File: config.mk
export PLATFORM = sky130hd
export DESIGN_NAME = lcd_bus_writer
export DESIGN_NICKNAME = d
export VERILOG_FILES = /design/src/rtl/lcd_bus_writer.sv
export SDC_FILE = /design/constraint.sdc
export NUM_CORES = 1
export LEC_CHECK = 0
export CAP_MARGIN = 30
export CORE_ASPECT_RATIO = 0.5
export CORE_MARGIN = 2
export CORE_UTILIZATION = 25
export CTS_BUF_LIST = sky130_fd_sc_hd__clkbuf_4 sky130_fd_sc_hd__clkbuf_8
export DETAILED_ROUTE_END_ITERATION = 10
export GPL_ROUTABILITY_DRIVEN = 0
export PLACE_DENSITY = 0.44
export SYNTH_ARGS = -nofsm -noshare
export SYNTH_HDL_FRONTEND = slang
export SYNTH_SLANG_ARGS = --single-unit
File: constraint.sdc
create_clock -name clk -period 5.78 [get_ports clk]
set_input_delay 1.734 -clock clk [delete_from_list [all_inputs] [get_ports clk]]
set_output_delay 1.734 -clock clk [all_outputs]
set_load 0.05 [all_outputs]
File: src/rtl/lcd_bus_writer.sv
// Purpose: 8080-style parallel LCD write engine; buffers {is_data, byte} in a
//          small FIFO and emits timed active-low write strobes, holding cs low
//          across consecutive same-type bytes.
// Latency: a byte pushed at edge E0 into an empty FIFO drives cs/cd/data after
//          E1; wr falls after E2.
// Backpressure: in_ready drops while the FIFO holds DEPTH entries; the producer
//          must hold in_valid/in_byte/in_is_data until accepted.
//
// Ports:
//   clk, rst (synchronous, active-low)
//   in_byte, in_is_data, in_valid, in_ready : producer handshake
//   cs, cd, wr, rd, data                    : LCD pins (cs/wr active-low, rd tied 1)
//   busy                                    : FIFO non-empty or engine active
module lcd_bus_writer #(
    parameter int DEPTH          = 4,
    parameter int WR_LOW_CYCLES  = 2,
    parameter int WR_HIGH_CYCLES = 2
) (
    input  logic       clk,
    input  logic       rst,
    input  logic [7:0] in_byte,
    input  logic       in_is_data,
    input  logic       in_valid,
    output logic       in_ready,
    output logic       cs,
    output logic       cd,
    output logic       wr,
    output logic       rd,
    output logic [7:0] data,
    output logic       busy
);

    localparam int AW   = (DEPTH > 1) ? $clog2(DEPTH) : 1;
    localparam int CNTW = $clog2(DEPTH + 1);
    localparam int MAXC = (WR_LOW_CYCLES > WR_HIGH_CYCLES) ? WR_LOW_CYCLES : WR_HIGH_CYCLES;
    localparam int CW   = (MAXC > 1) ? $clog2(MAXC) : 1;

    localparam logic [CW-1:0]   LO_LAST = CW'(WR_LOW_CYCLES - 1);
    localparam logic [CW-1:0]   HI_LAST = CW'(WR_HIGH_CYCLES - 1);
    localparam logic [CNTW-1:0] FULL    = CNTW'(DEPTH);

    typedef enum logic [2:0] {
        IDLE,
        SETUP,
        WR_LO,
        WR_HI,
        HOLD
    } state_t;

    // FIFO storage
    logic [8:0]      mem [DEPTH];
    logic [AW-1:0]   wr_ptr;
    logic [AW-1:0]   rd_ptr;
    logic [CNTW-1:0] count;
    logic [CNTW-1:0] count_nxt;
    logic [8:0]      head;
    logic            push;
    logic            pop;

    // Engine state
    state_t        state;
    state_t        state_nxt;
    logic [CW-1:0] cyc;
    logic [CW-1:0] cyc_nxt;
    logic          cs_nxt;
    logic          cd_nxt;
    logic          wr_nxt;
    logic [7:0]    data_nxt;
    logic          busy_nxt;

    // Decoded from the registered count, so a full FIFO refuses a push even
    // if a pop happens in the same cycle.
    assign in_ready = (count != FULL);
    assign push     = in_valid && in_ready;
    assign head     = mem[rd_ptr];
    assign rd       = 1'b1;

    always_comb begin
        count_nxt = count;
        case ({push, pop})
            2'b10:   count_nxt = count + CNTW'(1);
            2'b01:   count_nxt = count - CNTW'(1);
            default: count_nxt = count;
        endcase
    end

    always_comb begin
        state_nxt = state;
        cyc_nxt   = cyc;
        cs_nxt    = cs;
        cd_nxt    = cd;
        wr_nxt    = wr;
        data_nxt  = data;
        pop       = 1'b0;

        case (state)
            IDLE: begin
                cs_nxt = 1'b1;
                wr_nxt = 1'b1;
                if (count != '0) begin
                    // cd may only change here, where cs is still high.
                    pop       = 1'b1;
                    data_nxt  = head[7:0];
                    cd_nxt    = head[8];
                    cs_nxt    = 1'b0;
                    state_nxt = SETUP;
                end
            end
            SETUP: begin
                wr_nxt    = 1'b0;
                cyc_nxt   = '0;
                state_nxt = WR_LO;
            end
            WR_LO: begin
                if (cyc == LO_LAST) begin
                    wr_nxt    = 1'b1;
                    cyc_nxt   = '0;
                    state_nxt = WR_HI;
                end else begin
                    cyc_nxt = cyc + CW'(1);
                end
            end
            WR_HI: begin
                if (cyc == HI_LAST) begin
                    // Burst continues only for a same-type byte, so cd never
                    // moves while cs is low.
                    if ((count != '0) && (head[8] == cd)) begin
                        pop       = 1'b1;
                        data_nxt  = head[7:0];
                        wr_nxt    = 1'b0;
                        cyc_nxt   = '0;
                        state_nxt = WR_LO;
                    end else begin
                        state_nxt = HOLD;
                    end
                end else begin
                    cyc_nxt = cyc + CW'(1);
                end
            end
            HOLD: begin
                cs_nxt    = 1'b1;
                state_nxt = IDLE;
            end
            default: begin
                cs_nxt    = 1'b1;
                wr_nxt    = 1'b1;
                state_nxt = IDLE;
            end
        endcase
    end

    assign busy_nxt = (state_nxt != IDLE) || (count_nxt != '0);

    // Entry storage carries no reset; the pointers and count define validity.
    always_ff @(posedge clk) begin
        if (push) begin
            mem[wr_ptr] <= {in_is_data, in_byte};
        end
    end

    always_ff @(posedge clk) begin
        if (!rst) begin
            state  <= IDLE;
            cyc    <= '0;
            count  <= '0;
            wr_ptr <= '0;
            rd_ptr <= '0;
            cs     <= 1'b1;
            cd     <= 1'b1;
            wr     <= 1'b1;
            data   <= 8'h00;
            busy   <= 1'b0;
        end else begin
            state <= state_nxt;
            cyc   <= cyc_nxt;
            count <= count_nxt;
            if (push) begin
                wr_ptr <= wr_ptr + AW'(1);
            end
            if (pop) begin
                rd_ptr <= rd_ptr + AW'(1);
            end
            cs   <= cs_nxt;
            cd   <= cd_nxt;
            wr   <= wr_nxt;
            data <= data_nxt;
            busy <= busy_nxt;
        end
    end

endmodule

==> run_results.csv, run 1 <==
group,metric,value,unit
setup_path,arrival,1.97,ns
synth,synth_area,0.002575,mm²
clocking,post_cts_resized,0,
die,fp.coreArea,0.01012,mm²
die,rows,26,
timing,skew,0.009104,ns
clocking,hold_buffers,0,
power_and_ir_drop,ir_worst_vdd,111.4,µV
drt,wl_per_cell,13.63,µm
hold_path,min_to,"data[6]",
drt,antenna_left,0,
timing,min_period,3.708,ns
placement,io_buffers,24,
synth,ys_seq_area_share,61.42,%
power_and_ir_drop,p_per_area,499.4,mW/mm²
die,start_util,25.45,%
drt,drt_wl_total,4.879,mm
clocking,cts_tree,"done",
clocking,cts_root_buffer,"clkbuf_8",
setup_path,endpoint_kind,"output port",
global_route,grt_pass1_vias,1459,
drt,drt-vias-per-instance,4.148,
final_layout,finish.utilization,31.10,%
clocking,cts_setup_buffers,0,
clocking,numClockSinks,61,
setup_path,cp-start-kind,"flip-flop",
timing,setup_violations,0,
die,io_pins,26,
placement,dpl.hpwl,3.197,mm
final_layout,fin_nets,231,
synth,yosys_warnings,0,
global_route,grt_max_degree,25,
clocking,clockBufferDepth,2,
timing,totalNegativeSetupSlack,0,ns
timing,slew_headroom,47.12,%
setup_path,r2r_cells,10,
drt,dr.pass1.iters,4,
global_route,grt_antenna_before_repair,0,
clocking,cts.clk_slew.worst_paths,0.07,ns
clocking,ctsHtreeMaxLevel,3,
synth,ys.flop_type,"edfxtp_1",
die,die_h,75.77,µm
die,die_w,147.5,µm
drt,drtIter0Drc,94,
drt,num_vias,1485,
final_layout,diodes,0,
setup_path,cp_max_fo,7,
synth,async_flop_share,0,%
final_layout,synthToLayoutAreaGrowth,22.21,%
global_route,grt_pass1_wl,7.555,mm
run_status,status,"finished clean",
timing,grt_setup_unrepaired,"no",
timing,drv_slew,0,
timing,fin_hold_ws,0.4683,ns
setup_path,r2r-end,"busy",
hold_path,whs_path_depth,2,
timing,hold_violations,0,
drt,drc_errors,0,
setup_path,startpoint,"count[0]",
synth,syn_nets,204,
synth,synthCells,186,
global_route,grt_usage,9.514,%
timing,post-route-period-util,64.16,%
timing,fmax,0.2697,GHz
hold_path,hp-class,"flip-flop to flip-flop",
timing,tightest_slew,0.7933,ns
clocking,clock_latency,0.34,ns
hold_path,holdCritStartpoint,"data[6]",
final_layout,drive_gt1_share,13.30,%
power_and_ir_drop,p_leak,1.115,nW
synth,ys_seq_elements,61,
setup_path,critPathRequiredTime,4.05,ns
setup_path,path_class,"flip-flop to output port",
clocking,cts_made_buffers,9,
global_route,gr-total-overflow,0,
die,die_area,0.01118,mm²
job,maxCapViolations,0,
synth,yosys.cell_types.count,43,
setup_path,r2r_slack,2.18,ns
synth,synth_edf_count,36,
synth,synth.avg_cell_area,13.84,µm²
## area by class of cell
type	instances	area, µm²
fill	1008	6970
sequential	61	1582
multi-input combinational	111	918.4
timing repair buffer	25	267.8
tap	140	175.2
clock buffer	9	123.9
clock inverter	7	58.81
inverter	5	21.27
## registers in the layout, indices dropped and copies added (netlist names), named ones only
signal	cells
busy	1
cd	1
count	3
cs	1
cyc	1
data	8
mem	36
rd_ptr	2
state	3
wr	1
wr_ptr	2
## stage by stage
step,std cells,cell area [µm²],power (mW),setup WS [ns]
4_1_cts,358,3147,1.599,2.045
3_5_place_dp,342,2964,1.244,1.870
2_1_floorplan,186,2575,1.087,2.507
3_3_place_gp,341,2937,1.235,1.914
6_report,358,3147,1.571,2.072
5_1_grt,358,3147,1.673,1.880
## layout by cell type (no fill, tap or decap), types with 3 or more instances in the layout
master	count
nor2_1	7
nand2b_1	3
mux4_1	4
and3_1	6
clkbuf_8	9
clkinvlp_4	4
o21ai_0	3
nand2_1	25
dfxtp_1	25
inv_1	4
mux4_2	5
clkdlybuf4s50_1	24
and2_1	4
edfxtp_1	36
mux2i_1	14
ha_1	5
nor2b_1	3
xnor2_1	3
## where the power goes
group	internal (mW)	leakage (nW)	switching [mW]
logic	0.246	0.499	0.348
registers	0.552	0.536	0.0758
clock network	0.161	0.0804	0.188
## worst max-delay path, stage by stage (launching register included)
cell and delay, ns:
dfxtp_1 0.40, or3b_1 0.50, clkdlybuf4s50_1 0.74
## cell usage after synthesis (all sizes together), types with 2 or more instances
| cell type | number | area (µm²) |
|---|---|---|
| mux2i | 14 | 140.1 |
| nor4 | 2 | 12.51 |
| xor2 | 2 | 17.52 |
| nor2b | 3 | 18.77 |
| nand2 | 25 | 93.84 |
| nand4b | 2 | 17.52 |
| inv | 5 | 21.27 |
| nand2b | 3 | 18.77 |
| o211ai | 2 | 15.01 |
| mux4 | 9 | 217.7 |
| nand3 | 2 | 10.01 |
| and2 | 4 | 25.02 |
| edfxtp | 36 | 1081 |
| and3 | 6 | 37.54 |
| xnor2 | 4 | 42.55 |
| nor2 | 7 | 26.28 |
| a21oi | 3 | 18.77 |
| dfxtp | 25 | 500.5 |
| buf | 4 | 33.78 |
| o21ai | 5 | 32.53 |
| clkbuf | 5 | 20.01 |
| ha | 5 | 62.56 |
## cells by family after synthesis
group	after synthesis	synth area share (%)
AO/OA/AOI/OAI	16	4.277
flip-flops	61	61.42
multiplexers	24	14.33
XOR/XNOR	6	2.333
buffers and inverters	14	2.915
other	1	0.1456
AND/OR/NAND/NOR	58	11.37
adder cells (fa/ha/maj)	6	3.207
## layer usage
layer	global-route usage (%)	part of all wire (%)	wire length (µm)
met5	0	0	0
met4	4.808	1.6	79
met3	4.311	4.4	213
met2	15.87	48	2365
met1	10.66	46	2221
## worst max path at each step
stage | endpoint | slack, ns | cells after the start
global route | busy | 1.88 | 10
global placement | busy | 1.91 | 9
CTS | in_ready | 2.05 | 2
detailed placement | busy | 1.87 | 9
finish | in_ready | 2.07 | 2
floorplan | busy | 2.51 | 8
No activity file was read; power rests on OpenSTA's default activity.
==> run 2: changes to the inputs <==
Clock period 5.78 ns to 3.85 ns, I/O delays scaled along.
==> run 2 against run 1 <==
  * Core utilization rose by 0.074 points
  * Sequential cell count stayed put
  * Cell count up 0.56%
  * Non-clock buffer count grew 2
  * Sequential power up 48%
  * Sequential share of layout area down 0.12 points
  * Final area increased by 0.24%
  * Total power grew 54%
  * Largest power group unchanged
==> run_results.csv, run 2 (synthesis gave the netlist of run 1 again) <==
group,metric,value,unit
drt,dr.pass1.iters,5,
setup_path,cp-start-kind,"flip-flop",
global_route,grt_usage,9.387,%
timing,min_period,3.129,ns
clocking,post_cts_resized,0,
die,die_area,0.01118,mm²
timing,fin_hold_ws,0.4629,ns
global_route,grt_max_degree,27,
setup_path,endpoint_kind,"output port",
global_route,gr-total-overflow,0,
timing,fmax,0.3196,GHz
timing,hold_violations,0,
setup_path,crit_chain,"or3b_1 -> clkdlybuf4s50_1",
timing,totalNegativeSetupSlack,0,ns
final_layout,final_cell_mix,"edfxtp_1 (36), nand2_1 (25), dfxtp_1 (25)",
final_layout,reg.largest.list,"mem (36), data (8)",
clocking,cts_made_buffers,9,
hold_path,hp-class,"flip-flop to flip-flop",
clocking,cts.clk_slew.worst_paths,0.07,ns
clocking,hold_buffers,0,
final_layout,synthToLayoutAreaGrowth,22.50,%
die,die_w,147.5,µm
global_route,grt_antenna_before_repair,0,
timing,setup_violations,0,
power_and_ir_drop,switching_share,36.71,%
clocking,numClockSinks,61,
final_layout,largest_register_ffs,36,
global_route,grt_pass1_vias,1433,
setup_path,arrival,1.97,ns
die,die_h,75.77,µm
drt,num_vias,1490,
power_and_ir_drop,p_comb_share,38.3,%
die,rows,26,
power_and_ir_drop,p_clk_share,23.3,%
clocking,clock_latency,0.34,ns
placement,dpl.hpwl,3.130,mm
final_layout,layout_commonest_cell,"edfxtp_1",
job,maxCapViolations,0,
clocking,clockBufferDepth,2,
die,start_util,25.45,%
final_layout,fin_nets,233,
drt,drt_wl_total,4.811,mm
setup_path,cp_max_fo,7,
setup_path,critPathRequiredTime,2.69,ns
drt,antenna_left,0,
drt,wl_per_cell,13.36,µm
timing,skew,0.007620,ns
power_and_ir_drop,p_per_area,765.3,mW/mm²
timing,slew_headroom,36.52,%
clocking,ctsHtreeMaxLevel,3,
final_layout,diodes,0,
timing,tightest_slew,0.9492,ns
timing,post-route-period-util,81.28,%
final_layout,largest-register,"mem",
drt,drt-vias-per-instance,4.139,
setup_path,path_class,"flip-flop to output port",
power_and_ir_drop,power.internal,1.528,mW
power_and_ir_drop,ir_worst_vdd,166.7,µV
global_route,grt_pass1_wl,7.458,mm
timing,grt_setup_unrepaired,"no",
setup_path,cpMaxStageDelayCell,"clkdlybuf4s50_1",
power_and_ir_drop,p_leak,1.131,nW
timing,drv_slew,0,
die,fp.coreArea,0.01012,mm²
die,io_pins,26,
final_layout,fill_cells,1011,
placement,io_buffers,24,
drt,drc_errors,0,
setup_path,max_stage_delay,0.74,ns
drt,drtIter0Drc,67,
clocking,cts_root_buffer,"clkbuf_8",
clocking,cts_setup_buffers,0,
power_and_ir_drop,power_frac_seq,38.5,%
run_status,status,"finished clean",
power_and_ir_drop,p_switching,886.2,µW
clocking,cts_tree,"done",
final_layout,drive_gt1_share,13.64,%
[run 2: cell count changes in the layout (fill, tap and decap cells not counted), moves of 2 or more]
cell	before	now
clkbuf_4	0	3
inv_6	2	0
clkinvlp_4	4	2
buf_4	0	3
[run 2: area by class of cell]
type | count | area, µm² | area share [%]
clock inverters | 4 | 48.80 | 1.547
clock buffers | 12 | 146.4 | 4.641
flip-flops and latches | 61 | 1582 | 50.14
repair buffers | 27 | 262.8 | 8.330
well taps | 140 | 175.2 | 5.553
inverters | 5 | 21.27 | 0.6743
multi-input cells | 111 | 918.4 | 29.12
[run 2: power groups by stage]
stage | clock, mW | sequential (mW) | combinational (mW)
global placement | 0 | 0.941 | 0.924
global route | 0.617 | 0.947 | 0.990
floorplan | 0 | 1.10 | 0.526
finish | 0.561 | 0.929 | 0.924
detailed placement | 0 | 0.944 | 0.933
CTS | 0.582 | 0.931 | 0.934
[run 2: path summary, 6_finish.rpt]
kind	startpoint	to	slack [ns]	cells past startpoint
min	data[4]	data[4]	0.46	2
max reg2reg	flip-flop	busy	0.96	11
min reg2reg	data[4]	data[4]	0.46	2
max	count[0]	in_ready	0.72	2
[run 2: per-layer routing]
layer	track usage, %	up-vias	routed length (µm)
li1	-	731	-
met1	10.68	714	2183
met2	15.45	37	2316
met3	4.371	8	222
met4	4.487	0	88
met5	0	-	0
[run 2: critical path, delay by kind of cell, from the launching register on]
| kind | cells | cell delay [ns] |
|---|---|---|
| flops | 1 | 0.40 |
| simple gates | 1 | 0.50 |
| buf+inv | 1 | 0.74 |
[run 2: through the flow]
stage | utilization, % | setup WS (ns) | total power [mW] | std cells | cell area, µm²
after floorplan | - | 1.022 | 1.631 | 186 | 2575
after global placement | 29.25 | 0.5705 | 1.865 | 344 | 2959
after detailed placement | 29.25 | 0.5267 | 1.877 | 344 | 2959
after CTS | 31.18 | 0.7069 | 2.446 | 360 | 3154
after global routing | 31.18 | 0.6538 | 2.555 | 360 | 3154
final | 31.18 | 0.7207 | 2.414 | 360 | 3154
